**src/rtl/multi_channel_debouncer.sv**
```systemverilog
// Multi-channel push-button debouncer: per-channel synchronizer, debounce FSM, press/release pulses.
// Optional auto-repeat press pulses while held are enabled by defining DEBOUNCER_REPEAT_EN.
module multi_channel_debouncer #(
    parameter int CHANNELS      = 4,
    parameter int STABLE_CYCLES = 65536,
    parameter int SYNC_STAGES   = 2,
    parameter int REPEAT_DELAY  = 8000000,
    parameter int REPEAT_PERIOD = 2000000
) (
    input  logic                clk,
    input  logic                rst_n,
    input  logic [CHANNELS-1:0] in,
    output logic [CHANNELS-1:0] level,
    output logic [CHANNELS-1:0] press,
    // "release" is a reserved word, so the release pulse port is named released
    output logic [CHANNELS-1:0] released
);

    localparam int CNT_W = $clog2(STABLE_CYCLES + 1);
    localparam logic [CNT_W-1:0] CNT_LAST = CNT_W'(STABLE_CYCLES - 1);

    localparam logic [1:0] ST_IDLE         = 2'd0;
    localparam logic [1:0] ST_PRESS_WAIT   = 2'd1;
    localparam logic [1:0] ST_HELD         = 2'd2;
    localparam logic [1:0] ST_RELEASE_WAIT = 2'd3;

`ifdef DEBOUNCER_REPEAT_EN
    localparam int RPT_MAX = (REPEAT_DELAY > REPEAT_PERIOD) ? REPEAT_DELAY : REPEAT_PERIOD;
    localparam int RPT_W   = $clog2(RPT_MAX + 1);
    localparam logic [RPT_W-1:0] RPT_FIRST = RPT_W'(REPEAT_DELAY - 1);
    localparam logic [RPT_W-1:0] RPT_NEXT  = RPT_W'(REPEAT_PERIOD - 1);
`endif

    for (genvar gi = 0; gi < CHANNELS; gi++) begin : g_ch
        logic [SYNC_STAGES-1:0] sync_reg;
        logic                   s;
        logic [1:0]             state_reg, state_next;
        logic [CNT_W-1:0]       cnt_reg, cnt_next;
        logic                   level_reg, level_next;
        logic                   press_reg, press_next;
        logic                   release_reg, release_next;
        logic                   press_d;
        logic                   cnt_done;

        always_ff @(posedge clk or negedge rst_n) begin
            if (!rst_n) begin
                sync_reg <= '0;
            end else begin
                sync_reg <= {sync_reg[SYNC_STAGES-2:0], in[gi]};
            end
        end

        assign s        = sync_reg[SYNC_STAGES-1];
        assign cnt_done = (cnt_reg == CNT_LAST);

        // Any disagreement during a wait state restarts from the stable state with no output.
        always_comb begin
            state_next   = state_reg;
            cnt_next     = cnt_reg;
            level_next   = level_reg;
            press_next   = 1'b0;
            release_next = 1'b0;
            case (state_reg)
                ST_IDLE: begin
                    if (s) begin
                        state_next = ST_PRESS_WAIT;
                        cnt_next   = '0;
                    end
                end
                ST_PRESS_WAIT: begin
                    if (!s) begin
                        state_next = ST_IDLE;
                        cnt_next   = '0;
                    end else if (cnt_done) begin
                        state_next = ST_HELD;
                        cnt_next   = '0;
                        level_next = 1'b1;
                        press_next = 1'b1;
                    end else begin
                        cnt_next = cnt_reg + 1'b1;
                    end
                end
                ST_HELD: begin
                    if (!s) begin
                        state_next = ST_RELEASE_WAIT;
                        cnt_next   = '0;
                    end
                end
                ST_RELEASE_WAIT: begin
                    if (s) begin
                        state_next = ST_HELD;
                        cnt_next   = '0;
                    end else if (cnt_done) begin
                        state_next   = ST_IDLE;
                        cnt_next     = '0;
                        level_next   = 1'b0;
                        release_next = 1'b1;
                    end else begin
                        cnt_next = cnt_reg + 1'b1;
                    end
                end
                default: begin
                    state_next = ST_IDLE;
                    cnt_next   = '0;
                    level_next = 1'b0;
                end
            endcase
        end

`ifdef DEBOUNCER_REPEAT_EN
        logic [RPT_W-1:0] rpt_reg, rpt_next;
        logic             rpt_first_reg, rpt_first_next;
        logic             rpt_fire;

        // Counts every cycle spent held (bounces included); a release edge wins over a repeat.
        always_comb begin
            rpt_next       = rpt_reg;
            rpt_first_next = rpt_first_reg;
            rpt_fire       = 1'b0;
            if (state_next == ST_IDLE || state_next == ST_PRESS_WAIT ||
                state_reg == ST_PRESS_WAIT) begin
                rpt_next       = '0;
                rpt_first_next = 1'b1;
            end else if (rpt_reg == (rpt_first_reg ? RPT_FIRST : RPT_NEXT)) begin
                rpt_fire       = 1'b1;
                rpt_next       = '0;
                rpt_first_next = 1'b0;
            end else begin
                rpt_next = rpt_reg + 1'b1;
            end
        end

        always_ff @(posedge clk or negedge rst_n) begin
            if (!rst_n) begin
                rpt_reg       <= '0;
                rpt_first_reg <= 1'b1;
            end else begin
                rpt_reg       <= rpt_next;
                rpt_first_reg <= rpt_first_next;
            end
        end

        assign press_d = press_next | rpt_fire;
`else
        assign press_d = press_next;
`endif

        always_ff @(posedge clk or negedge rst_n) begin
            if (!rst_n) begin
                state_reg   <= ST_IDLE;
                cnt_reg     <= '0;
                level_reg   <= 1'b0;
                press_reg   <= 1'b0;
                release_reg <= 1'b0;
            end else begin
                state_reg   <= state_next;
                cnt_reg     <= cnt_next;
                level_reg   <= level_next;
                press_reg   <= press_d;
                release_reg <= release_next;
            end
        end

        assign level[gi]    = level_reg;
        assign press[gi]    = press_reg;
        assign released[gi] = release_reg;
    end

endmodule

```
**config.mk**
```make
export PLATFORM = sky130hd
export DESIGN_NAME = multi_channel_debouncer
export DESIGN_NICKNAME = d
export VERILOG_FILES = /design/src/rtl/multi_channel_debouncer.sv
export SDC_FILE = /design/constraint.sdc
export NUM_CORES = 1
export LEC_CHECK = 0
export CAP_MARGIN = 20
export CORE_MARGIN = 5
export CORE_UTILIZATION = 37
export CTS_BUF_LIST = sky130_fd_sc_hd__clkbuf_4
export CTS_CLUSTER_DIAMETER = 80
export DETAILED_ROUTE_END_ITERATION = 8
export PLACE_DENSITY = 0.51
export SYNTH_ARGS = -nofsm -noshare
export SYNTH_HDL_FRONTEND = slang
export SYNTH_SLANG_ARGS = --single-unit
```
**constraint.sdc**
```tcl
create_clock -name clk -period 2.2 [get_ports clk]
set_clock_uncertainty 0.05 [all_clocks]
set_input_delay 0.44 -clock clk [delete_from_list [all_inputs] [get_ports clk]]
set_output_delay 0.44 -clock clk [all_outputs]
set_load 0.05 [all_outputs]
```
Yosys cells after proc, flatten, opt, wreduce, memory -nomap -nowiden
Cells that the tools add are included.
{ "word_totals": {"reg_bits": 96, "input_bits": 6, "output_inout_bits": 12} }
{ "op_classes": {"addsub": 4, "eq_ne": 48, "n_mux": 92, "reduce_logical": 20} }
{ "ops": {"columns": ["operator", "count"], "rows": [
  ["$mux W17", 20],
  ["$pmux W17 S4", 4],
  ["$add A17 B1 Y17 const B", 4],
  ["$eq A17 B16 Y1 const B", 4],
  ["$mux W2", 24],
  ["$ne A2 B2 Y1 const B", 24],
  ["$mux W1", 36],
  ["$pmux W2 S4", 4],
  ["$ne A3 B3 Y1 const B", 8],
  ["$reduce_and A5 Y1", 4],
  ["$eq A2 B2 Y1 const B", 8],
  ["$reduce_and A4 Y1", 4],
  ["$eq A2 B1 Y1 const B", 4],
  ["$logic_not A2 Y1", 4],
  ["$pmux W1 S2", 4],
  ["$reduce_and A2 Y1", 4],
  ["$reduce_bool A2 Y1", 4]
]} }

Logic depth before layout (Yosys ltp)
{ "depth": {"ltp_word": 4, "mapped_depth": 8, "depth_no_buf": 6} }

Least setup slack after synthesis
Ideal clock, no wire load.
{ "synth_path": {"path_kind": "register to register", "startpoint": "register g_ch[1].cnt_reg[0]", "endpoint": "register g_ch[1].cnt_reg[0]", "setup_ns": 0.125, "arrival_ns": 1.604, "required_ns": 2.025, "path_slack_ns": 0.421, "stages_incl_launch_ff": 7, "synth_period_minus_slack_ns": 1.779, "path_cell_list": "dfrtp_1 ha_1 nand4_1 nor2_1 a31oi_4 buf_6 mux2_2"} }
{ "synth_via": {"elab_chain_len": 4, "elab_cells_between_ends": 6} }
{ "synth_lines": {"columns": ["element", "line_no", "rtl"], "rows": [
  ["start, declared", "38", "logic [CNT_W-1:0] cnt_reg, cnt_next;"],
  ["start signal, assigned", "157", "cnt_reg <= cnt_next;"],
  ["$add A17 B1 Y17 / $eq A17 B16 Y1 (equally long branches)", "80, 99, 54", null],
  ["$mux W17 *", "74, 93", null],
  ["$mux W17 (on tied branches)", "90, 71", null],
  ["$pmux W17 S4 *", "63", "case (state_reg)"]
]} }
Every way passes the cells marked *; elsewhere a longest branch is shown, timed or not.
A chain may end at the register's enable or synchronous reset.

Final worst setup path
{ "layout_path": {"startpoint": "register g_ch[1].press_reg", "endpoint": "output press[1]"} }
{ "layout_lines": {"columns": ["element", "line_no", "rtl"], "rows": [
  ["start, declared", "40", "logic press_reg, press_next;"],
  ["start signal, assigned", "159", "press_reg <= press_d;"],
  ["end, declared", "14", "output logic [CHANNELS-1:0] press,"]
]} }
No word-level cell between the ends.

==> impl_metrics.csv <==
group,metric,value,unit
sta,setup_tns,0,ns
critical_path,path_delay_family,"buffers and inverters",
die,die_y,124,µm
die,core,12700,µm²
power,p_total,3.24,mW
sta,layout_min_cycle_time,2.11,ns
finish,fin_nets,527,
critical_path,arrival,1.62,ns
sta,period_share,96.1,%
route,postRouteAntennaNets,0,
critical_path,cp.required,1.71,ns
yosys,synth-seq-cells,96,
yosys,yosys_warnings,0,
global_routing,grt_use_met2,21.3,%
clock_tree,clkLatencyLatePin,0.47,ns
clock_tree,htree_levels,3,
yosys,syn_avg_cell_area,9.59,µm²
sta,worst_slew_pin_slew,0.564,ns
power,peakVddDrop,379,µV
sta,setup_slack,0.0854,ns
die,ioPinCount,18,
finish,drive_gt1_share,9.58,%
power,p_comb_share,16.6,%
clock_tree,cts_root_buf,"clkbuf_4",
finish,fin_area,5270,µm²
power,swShare,30.4,%
finish,final_common_cell,"dfrtp_1",
sta,whs,0.317,ns
route,vias_per_cell,5.37,
run,maxCapViolations,0,
power,p_leak,2.27,nW
global_routing,use_met1,18.1,%
power,p_int,2.26,mW
critical_path,path_max_fanout,1,
finish,final_cell_mix,"96 x dfrtp_1, 59 x nand2_1, 47 x nand3_1",
global_routing,grt_pass1_vias,3505,
die,rows,41,
clock_tree,numCtsBuffers,9,
route,vias,3728,
yosys,synthFlopType,"dfrtp_1",
die,die_w,124,µm
critical_path,worstSetupPathType,"reg -> out",
route,post-route-drc-count,0,
finish,antenna_cells,0,
place,place.gp.congestion,0.790,
yosys,synth-edff-count,0,
power,power_frac_seq,58.7,%
route,drt_iter0_markers,182,
yosys,synth_cell_types,53,
clock_tree,post-cts-setup-buffers,0,
power,p_sw,0.984,mW
finish,stdcell_count,694,
place,hpwlAfterDp,6.39,mm
global_routing,grt_pass1_wl,16.7,mm
sta,rsz0062_at_grt,"true",
global_routing,grt-busiest-layer,"met2",
finish,areaGrowthSynthToFinish,9.46,%
yosys,async_reset_ff_share,100,%
finish,finalCoreUtilization,41.6,%
yosys,syn_inst,502,
sta,fmax,473,MHz
critical_path,worst_path_max_delay_cell,"clkdlybuf4s50_1",
clock_tree,cts_buffer_depth,2,
sta,slew_headroom,62.4,%
yosys,synth-seq-area-share,49.9,%
global_routing,overflow,0,
route,wl_per_cell,13.7,µm
sta,drv_slew,0,
critical_path,startpoint_type,"flip-flop",
power,powerDensity,616,nW/µm²
sta,setup_viol,0,
critical_path,cp_num_buf_inv,1,
global_routing,use_met3,4.31,%
finish,largest_reg_flops,68,
critical_path,end_kind,"primary output",
place,post-place-ws,0.0869,ns
min_path,hold_class,"reg -> reg",
place,port_buffers,17,
global_routing,track_usage,13.6,%
yosys,synthesis.nets,512,
die,floorplan.initialDensity,38.0,%
run_status,outcome,"complete, no violations",
die,dieArea,15400,µm²
clock_tree,cts.clk_slew.worst_paths,0.15,ns
critical_path,crit_chain,"clkdlybuf4s50_1",
place,dp_cells,676,
finish,fillers,1265,
global_routing,antenna_found_initial,0,
critical_path,critPathMaxStageDelay,0.80,ns
route,dr.pass1.iters,4,
yosys,syn_area,4810,µm²
place,placed_area,5130,µm²
sta,finalHoldViolations,0,
route,drt_wl_total,9.50,mm
power,clkPwrFrac,24.7,%
clock_tree,cts_tree,"done",
clock_tree,clock-sinks,96,
global_routing,grt_max_degree,63,
[cell usage after synthesis, types with 2 or more instances]
master | number | area (µm²)
a21o_1 | 5 | 37.5
nand3_1 | 47 | 235
nor3_1 | 13 | 65.1
inv_1 | 11 | 41.3
or3_1 | 9 | 56.3
mux2i_1 | 4 | 40.0
nor2_1 | 24 | 90.1
nor4_4 | 2 | 42.5
o21ai_0 | 41 | 205
xor2_1 | 5 | 43.8
nand4_1 | 15 | 93.8
mux2_2 | 4 | 45.0
o31ai_1 | 9 | 67.6
buf_6 | 2 | 22.5
a21oi_1 | 22 | 110
nor4_1 | 2 | 12.5
a31oi_1 | 29 | 181
buf_4 | 15 | 113
and3_1 | 4 | 25.0
and2_1 | 7 | 43.8
nand2b_1 | 3 | 18.8
a22o_1 | 6 | 52.6
a41oi_1 | 6 | 52.6
nor3b_1 | 4 | 30.0
ha_1 | 4 | 50.1
a21oi_2 | 3 | 26.3
buf_2 | 4 | 20.0
or2_2 | 2 | 12.5
nand2_1 | 59 | 221
o21a_1 | 6 | 45.0
nor2b_1 | 7 | 43.8
dfrtp_1 | 96 | 2400
clkbuf_1 | 9 | 33.8
and4_1 | 4 | 35.0
[final timing paths]
check                                     from                  end  slack (ns)  depth (start not counted)
max                          g_ch[1].press_reg             press[1]        0.09                          1
min                        g_ch[2].sync_reg[0]  g_ch[2].sync_reg[1]        0.32                          0
max reg2reg                 g_ch[1].cnt_reg[9]   g_ch[1].cnt_reg[7]        0.16                          6
min reg2reg                g_ch[2].sync_reg[0]  g_ch[2].sync_reg[1]        0.32                          0
max in group asynchronous                rst_n  g_ch[2].cnt_reg[12]        1.13                          3
min in group asynchronous                rst_n   g_ch[0].cnt_reg[6]        0.36                          2
[timing repair]
item,in CTS,in global routing
gates resized for setup,2,4
endpoints found under the setup margin,2,14
hold buffers,1,0
hold endpoints to repair,20,0
gates cloned,0,0
[power groups by stage]
stage,logic (mW),clock network [mW],registers [mW]
global placement,0.535,0,1.94
global route,0.603,0.900,1.92
floorplan,0.395,0,1.92
CTS,0.541,0.860,1.90
detailed placement,0.536,0,1.94
finish,0.538,0.801,1.90
[final cells by class]
type / instances / area [µm²] / area share (%)
inverter: 11 / 41.3 / 0.784
multi-input combinational: 364 / 2190 / 41.6
clock buffer: 10 / 75.1 / 1.43
tap: 172 / 215 / 4.09
sequential: 96 / 2400 / 45.6
timing repair buffer: 35 / 318 / 6.03
clock inverter: 6 / 26.3 / 0.499
[cell families after synthesis]
| logic type | count (synthesis) | synth area share [%] |
|---|---|---|
| flops | 96 | 49.9 |
| xor+xnor | 5 | 0.910 |
| simple gates | 211 | 23.6 |
| buf+inv | 42 | 4.89 |
| fa+ha+maj | 4 | 1.04 |
| compound gates | 136 | 17.9 |
| mux | 8 | 1.77 |
[layer usage]
metal | wire, µm | up-vias
met4 | 106 | 0
met2 | 4430 | 44
met1 | 4610 | 1807
met5 | 0 | -
met3 | 357 | 8
li1 | - | 1869
Power figures use the tool's default switching activity.
